## config.mk

```make
export PLATFORM = sky130hd
export DESIGN_NAME = mem_port_arbiter
export DESIGN_NICKNAME = d
export VERILOG_FILES = /design/src/rtl/mem_port_arbiter.sv
export SDC_FILE = /design/constraint.sdc
export NUM_CORES = 1
export LEC_CHECK = 0
export ABC_AREA = 0
export ABC_CLOCK_PERIOD_IN_PS = 6000
export CAP_MARGIN = 20
export CORE_ASPECT_RATIO = 1.4
export CORE_MARGIN = 1.5
export CORE_UTILIZATION = 35
export CTS_BUF_LIST = sky130_fd_sc_hd__clkbuf_4
export DETAILED_ROUTE_END_ITERATION = 6
export GPL_TIMING_DRIVEN = 0
export PLACE_DENSITY = 0.47
export SLEW_MARGIN = 10
export SYNTH_ARGS = -nofsm -noshare
export SYNTH_HDL_FRONTEND = slang
export SYNTH_SLANG_ARGS = --single-unit
```

## constraint.sdc

```tcl
create_clock -name clk -period 6 [get_ports clk]
set_input_delay 1.2 -clock clk [delete_from_list [all_inputs] [get_ports clk]]
set_output_delay 1.2 -clock clk [all_outputs]
set_load 0.01 [all_outputs]
```

## src/rtl/mem_port_arbiter.sv

```systemverilog
// rtl/mem_port_arbiter.sv - two-requester round-robin arbiter in front of a single-port sync RAM
module mem_port_arbiter #(
    parameter int DATA_W = 8,
    parameter int ADDR_W = 6,
    parameter int CNT_W  = 8
) (
    input  logic              clk,
    input  logic              rst,
    input  logic              req_a,
    input  logic              req_b,
    input  logic              we_a,
    input  logic              we_b,
    input  logic [ADDR_W-1:0] addr_a,
    input  logic [ADDR_W-1:0] addr_b,
    input  logic [DATA_W-1:0] wdata_a,
    input  logic [DATA_W-1:0] wdata_b,
    output logic              gnt_a,
    output logic              gnt_b,
    output logic              rvalid_a,
    output logic              rvalid_b,
    output logic [DATA_W-1:0] rdata_a,
    output logic [DATA_W-1:0] rdata_b,
    output logic [CNT_W-1:0]  conflicts
);

    localparam int DEPTH = 1 << ADDR_W;
    localparam logic [CNT_W-1:0] CNT_MAX = {CNT_W{1'b1}};
    localparam logic [CNT_W-1:0] CNT_ONE = {{(CNT_W-1){1'b0}}, 1'b1};

    // last_gnt_q: 1 = port B was granted last, 0 = port A
    logic              last_gnt_q, last_gnt_d;
    logic              rvalid_a_q, rvalid_b_q;
    logic [DATA_W-1:0] rdata_a_q, rdata_b_q;
    logic [CNT_W-1:0]  conflicts_q, conflicts_d;
    logic [DATA_W-1:0] mem_q [0:DEPTH-1];

    logic              acc_en;
    logic              acc_we;
    logic [ADDR_W-1:0] acc_addr;
    logic [DATA_W-1:0] acc_wdata;

    // Grant: a lone requester wins, contention goes to the port not served last; nothing during reset
    always_comb begin
        gnt_a = 1'b0;
        gnt_b = 1'b0;
        if (!rst) begin
            if (req_a && req_b) begin
                gnt_a = last_gnt_q;
                gnt_b = !last_gnt_q;
            end else begin
                gnt_a = req_a;
                gnt_b = req_b;
            end
        end
    end

    // Steer the granted port onto the single RAM port and compute next arbiter/counter state
    always_comb begin
        acc_en      = gnt_a || gnt_b;
        acc_we      = gnt_a ? we_a    : we_b;
        acc_addr    = gnt_a ? addr_a  : addr_b;
        acc_wdata   = gnt_a ? wdata_a : wdata_b;
        last_gnt_d  = last_gnt_q;
        if (gnt_a) begin
            last_gnt_d = 1'b0;
        end else if (gnt_b) begin
            last_gnt_d = 1'b1;
        end
        conflicts_d = conflicts_q;
        if (req_a && req_b && (conflicts_q != CNT_MAX)) begin
            conflicts_d = conflicts_q + CNT_ONE;
        end
    end

    // RAM array: not reset, written only on a granted write (grants are held low in reset)
    always_ff @(posedge clk) begin
        if (acc_en && acc_we) begin
            mem_q[acc_addr] <= acc_wdata;
        end
    end

    // Arbiter state, response registers and saturating conflict counter
    always_ff @(posedge clk) begin
        if (rst) begin
            last_gnt_q  <= 1'b1;
            rvalid_a_q  <= 1'b0;
            rvalid_b_q  <= 1'b0;
            rdata_a_q   <= '0;
            rdata_b_q   <= '0;
            conflicts_q <= '0;
        end else begin
            last_gnt_q  <= last_gnt_d;
            rvalid_a_q  <= gnt_a;
            rvalid_b_q  <= gnt_b;
            conflicts_q <= conflicts_d;
            if (gnt_a) begin
                rdata_a_q <= we_a ? wdata_a : mem_q[addr_a];
            end
            if (gnt_b) begin
                rdata_b_q <= we_b ? wdata_b : mem_q[addr_b];
            end
        end
    end

    assign rvalid_a  = rvalid_a_q;
    assign rvalid_b  = rvalid_b_q;
    assign rdata_a   = rdata_a_q;
    assign rdata_b   = rdata_b_q;
    assign conflicts = conflicts_q;

endmodule
```

==> metrics.txt <==
CP max FO 10; post-synth top area share 0.605; vias in the first global route approximately 17000; flops & latches, synth 539; placed wire-length estimate around 67000 um; Port Buf Inserts 53; setup repair bufs after CTS 0; Die H 322 um; Die X approximately 230 um; cell row count about 120; Final Max Tran Viols 0; CTS tree built; min-delay worst type reg -> reg; WL final 93800 um; Leak Pwr 9.27 nW; I/O pins 62; Worst setup SP type input port; Least-Margin Pin Slew 1150 ps; Die ar. 74200 um2; Worst-Skew Late Latency 1060 ps; hold_sp conflicts[1]; post-cts resize count 0; Setup Skew 79.7 ps; maximum VDD drop 0.169 mV; asr flop ratio synth 0; Hold Path End conflicts[1]; global-route usage over all layers 0.258; DR pass1 iterations 7; setup tns final 0 ps; Hold Path Depth 2; post-DR wirelength/cell between 30 and 40 um; initial antenna violation count 6; distinct cell type count after synthesis 57; commonest non-fill, non-tap cells in the layout edfxtp_1 (512), mux4_2 (269), clkbuf_4 (200); Req. time, crit path 4800 ps; Iter 0 DRT Violations 1735; sequential-to-total area share from yosys stat 0.627; Avg Cell Area, Syn roughly 18 um2; gp weighted congestion 0.937; min Tclk post-route 5320 ps; first-pass GRT wire length 129000 um; r2r setup slk 2100 ps; Pwr Total 8.35 mW; H-tree depth 4; area leader, netlist edfxtp_1; Clock Root Buffer clkbuf_4; Worst Setup Path Type in -> out; nets@finish approximately 1700; Power Density 284 nW/um2; Tcrit/Tclk final 0.886; most common cell after layout, fill and taps aside edfxtp_1; Worst EP arrival 4120 ps; core area 71700 um2; Mapped Cells between 1000 and 1500; final setup violation count 0; ys flop type edfxtp_1; DR vias/cell 5.95; reg2reg path depth 6; initial core utilization 0.354; R2R Path End mem_q[31][3]; Yosys Warn Count 0; clock slew at reported path FFs 60 ps; maximum clock path buffer count 3; status complete, no violations; GR Overflow Total 0; Syn-to-layout area delta 15.6%; RSZ-0062 raised after global routing false; count of final hold-check violations 0; largest net degree at the start of global routing 66; slew margin rel. 0.231; f_max ~190 MHz; syn_nets roughly 1400; DRC 0; Synth area leaders edfxtp_1 (61%), mux4_2 (24%), a22oi_1 (2.3%); DRT antenna net count 0; layout cell share with drive strength beyond 1 0.341; Critical Path Sink Type output pin; FF-to-FF Start last_gnt_q; Max Cap Viol 0; CTS buffer count around 140; EDFF count, synth around 510; via count 15900; hold-fix buffers at CTS 0; clk sinks 539; Post-Syn Area around 25000 um2
metrics by stage:
| stage | hold WS [ps] | cell area (um2) | cells | util | setup WS (ps) |
|---|---|---|---|---|---|
| floorplan | 508 | 25400 | 1389 | - | 2610 |
| global placement | 485 | 27100 | 2386 | 0.378 | 178 |
| detailed placement | 488 | 27500 | 2415 | 0.384 | 161 |
| CTS | 497 | 29300 | 2666 | 0.409 | 729 |
| global route | 526 | 29400 | 2673 | 0.409 | 575 |
| finish | 494 | 29400 | 2674 | 0.409 | 683 |
registers in the layout, indices dropped and copies added (netlist names):
name and cells:
mem_q 512, rvalid_b 1, rvalid_a 1, rdata_a 8, last_gnt_q 1, rdata_b 8
conflicts 8
layer usage:
| layer | share of wire | GRT usage | vias to the layer above |
|---|---|---|---|
| met3 | 0.061 | 0.0536 | 215 |
| met2 | 0.50 | 0.434 | 724 |
| met5 | 0.00035 | 0 | - |
| li1 | - | - | 6486 |
| met1 | 0.38 | 0.305 | 8473 |
| met4 | 0.060 | 0.149 | 4 |
cell type report:
| class | count | area (um2) |
|---|---|---|
| Fill cell | 6537 | 42300 |
| Sequential cell | 539 | 15900 |
| Multi-Input combinational cell | 733 | 8980 |
| Clock buffer | 200 | 1500 |
| Tap cell | 944 | 1180 |
| Timing Repair Buffer | 85 | 923 |
| Buffer | 108 | 495 |
| Clock inverter | 51 | 310 |
| Inverter | 9 | 33.8 |
| Antenna cell | 5 | 12.5 |
worst max-delay path by stage:
stage,from,end,slack [ps],cells past startpoint
finish,req_a,gnt_a,680,5
global route,req_a,gnt_a,580,5
CTS,req_a,gnt_a,730,5
detailed placement,addr_b[2],mem_q[39][5],160,8
global placement,addr_b[2],mem_q[39][5],180,8
floorplan,addr_a[2],mem_q[13][0],2610,7
cell families after synthesis:
group / after synthesis / share of synthesized area
compound gates: 185 / 0.0530
xor+xnor: 12 / 0.00414
flops: 539 / 0.627
buf+inv: 117 / 0.0208
simple gates: 229 / 0.0415
mux: 306 / 0.253
fa+ha+maj: 1 / 0.000492
power by group:
group | switching [mW] | internal, mW | total [mW]
Sequential | 0.0116 | 4.17 | 4.18
Clock | 1.60 | 1.71 | 3.31
Combinational | 0.553 | 0.311 | 0.864
Total | 2.16 | 6.19 | 8.35
synth_stat cells (4+ instances only):
| master | n |
|---|---|
| o22ai_1 | 4 |
| xnor2_1 | 9 |
| o2111ai_1 | 4 |
| o31ai_1 | 7 |
| clkbuf_1 | 45 |
| nor3b_1 | 4 |
| a22oi_1 | 79 |
| nand4_1 | 6 |
| o22a_1 | 4 |
| buf_4 | 8 |
| nand2b_1 | 11 |
| buf_1 | 12 |
| dfxtp_1 | 27 |
| o41ai_1 | 9 |
| nor2_1 | 107 |
| or4_1 | 4 |
| edfxtp_1 | 512 |
| nor3_1 | 7 |
| nand3_1 | 17 |
| or2_2 | 4 |
| a311oi_1 | 7 |
| o211a_1 | 5 |
| nand2_1 | 40 |
| nor2b_1 | 17 |
| buf_2 | 42 |
| mux2i_1 | 29 |
| mux4_2 | 269 |
| a21oi_1 | 35 |
| a211oi_1 | 10 |
| mux2_2 | 8 |
| inv_1 | 7 |
critical path, cell delays in order:
cell and delay (ps):
clkdlybuf4s50_1 510, clkbuf_1 510, nand3_1 750, inv_2 530
clkdlybuf4s50_1 610
Note: power is estimated with default switching activity, not from simulation.
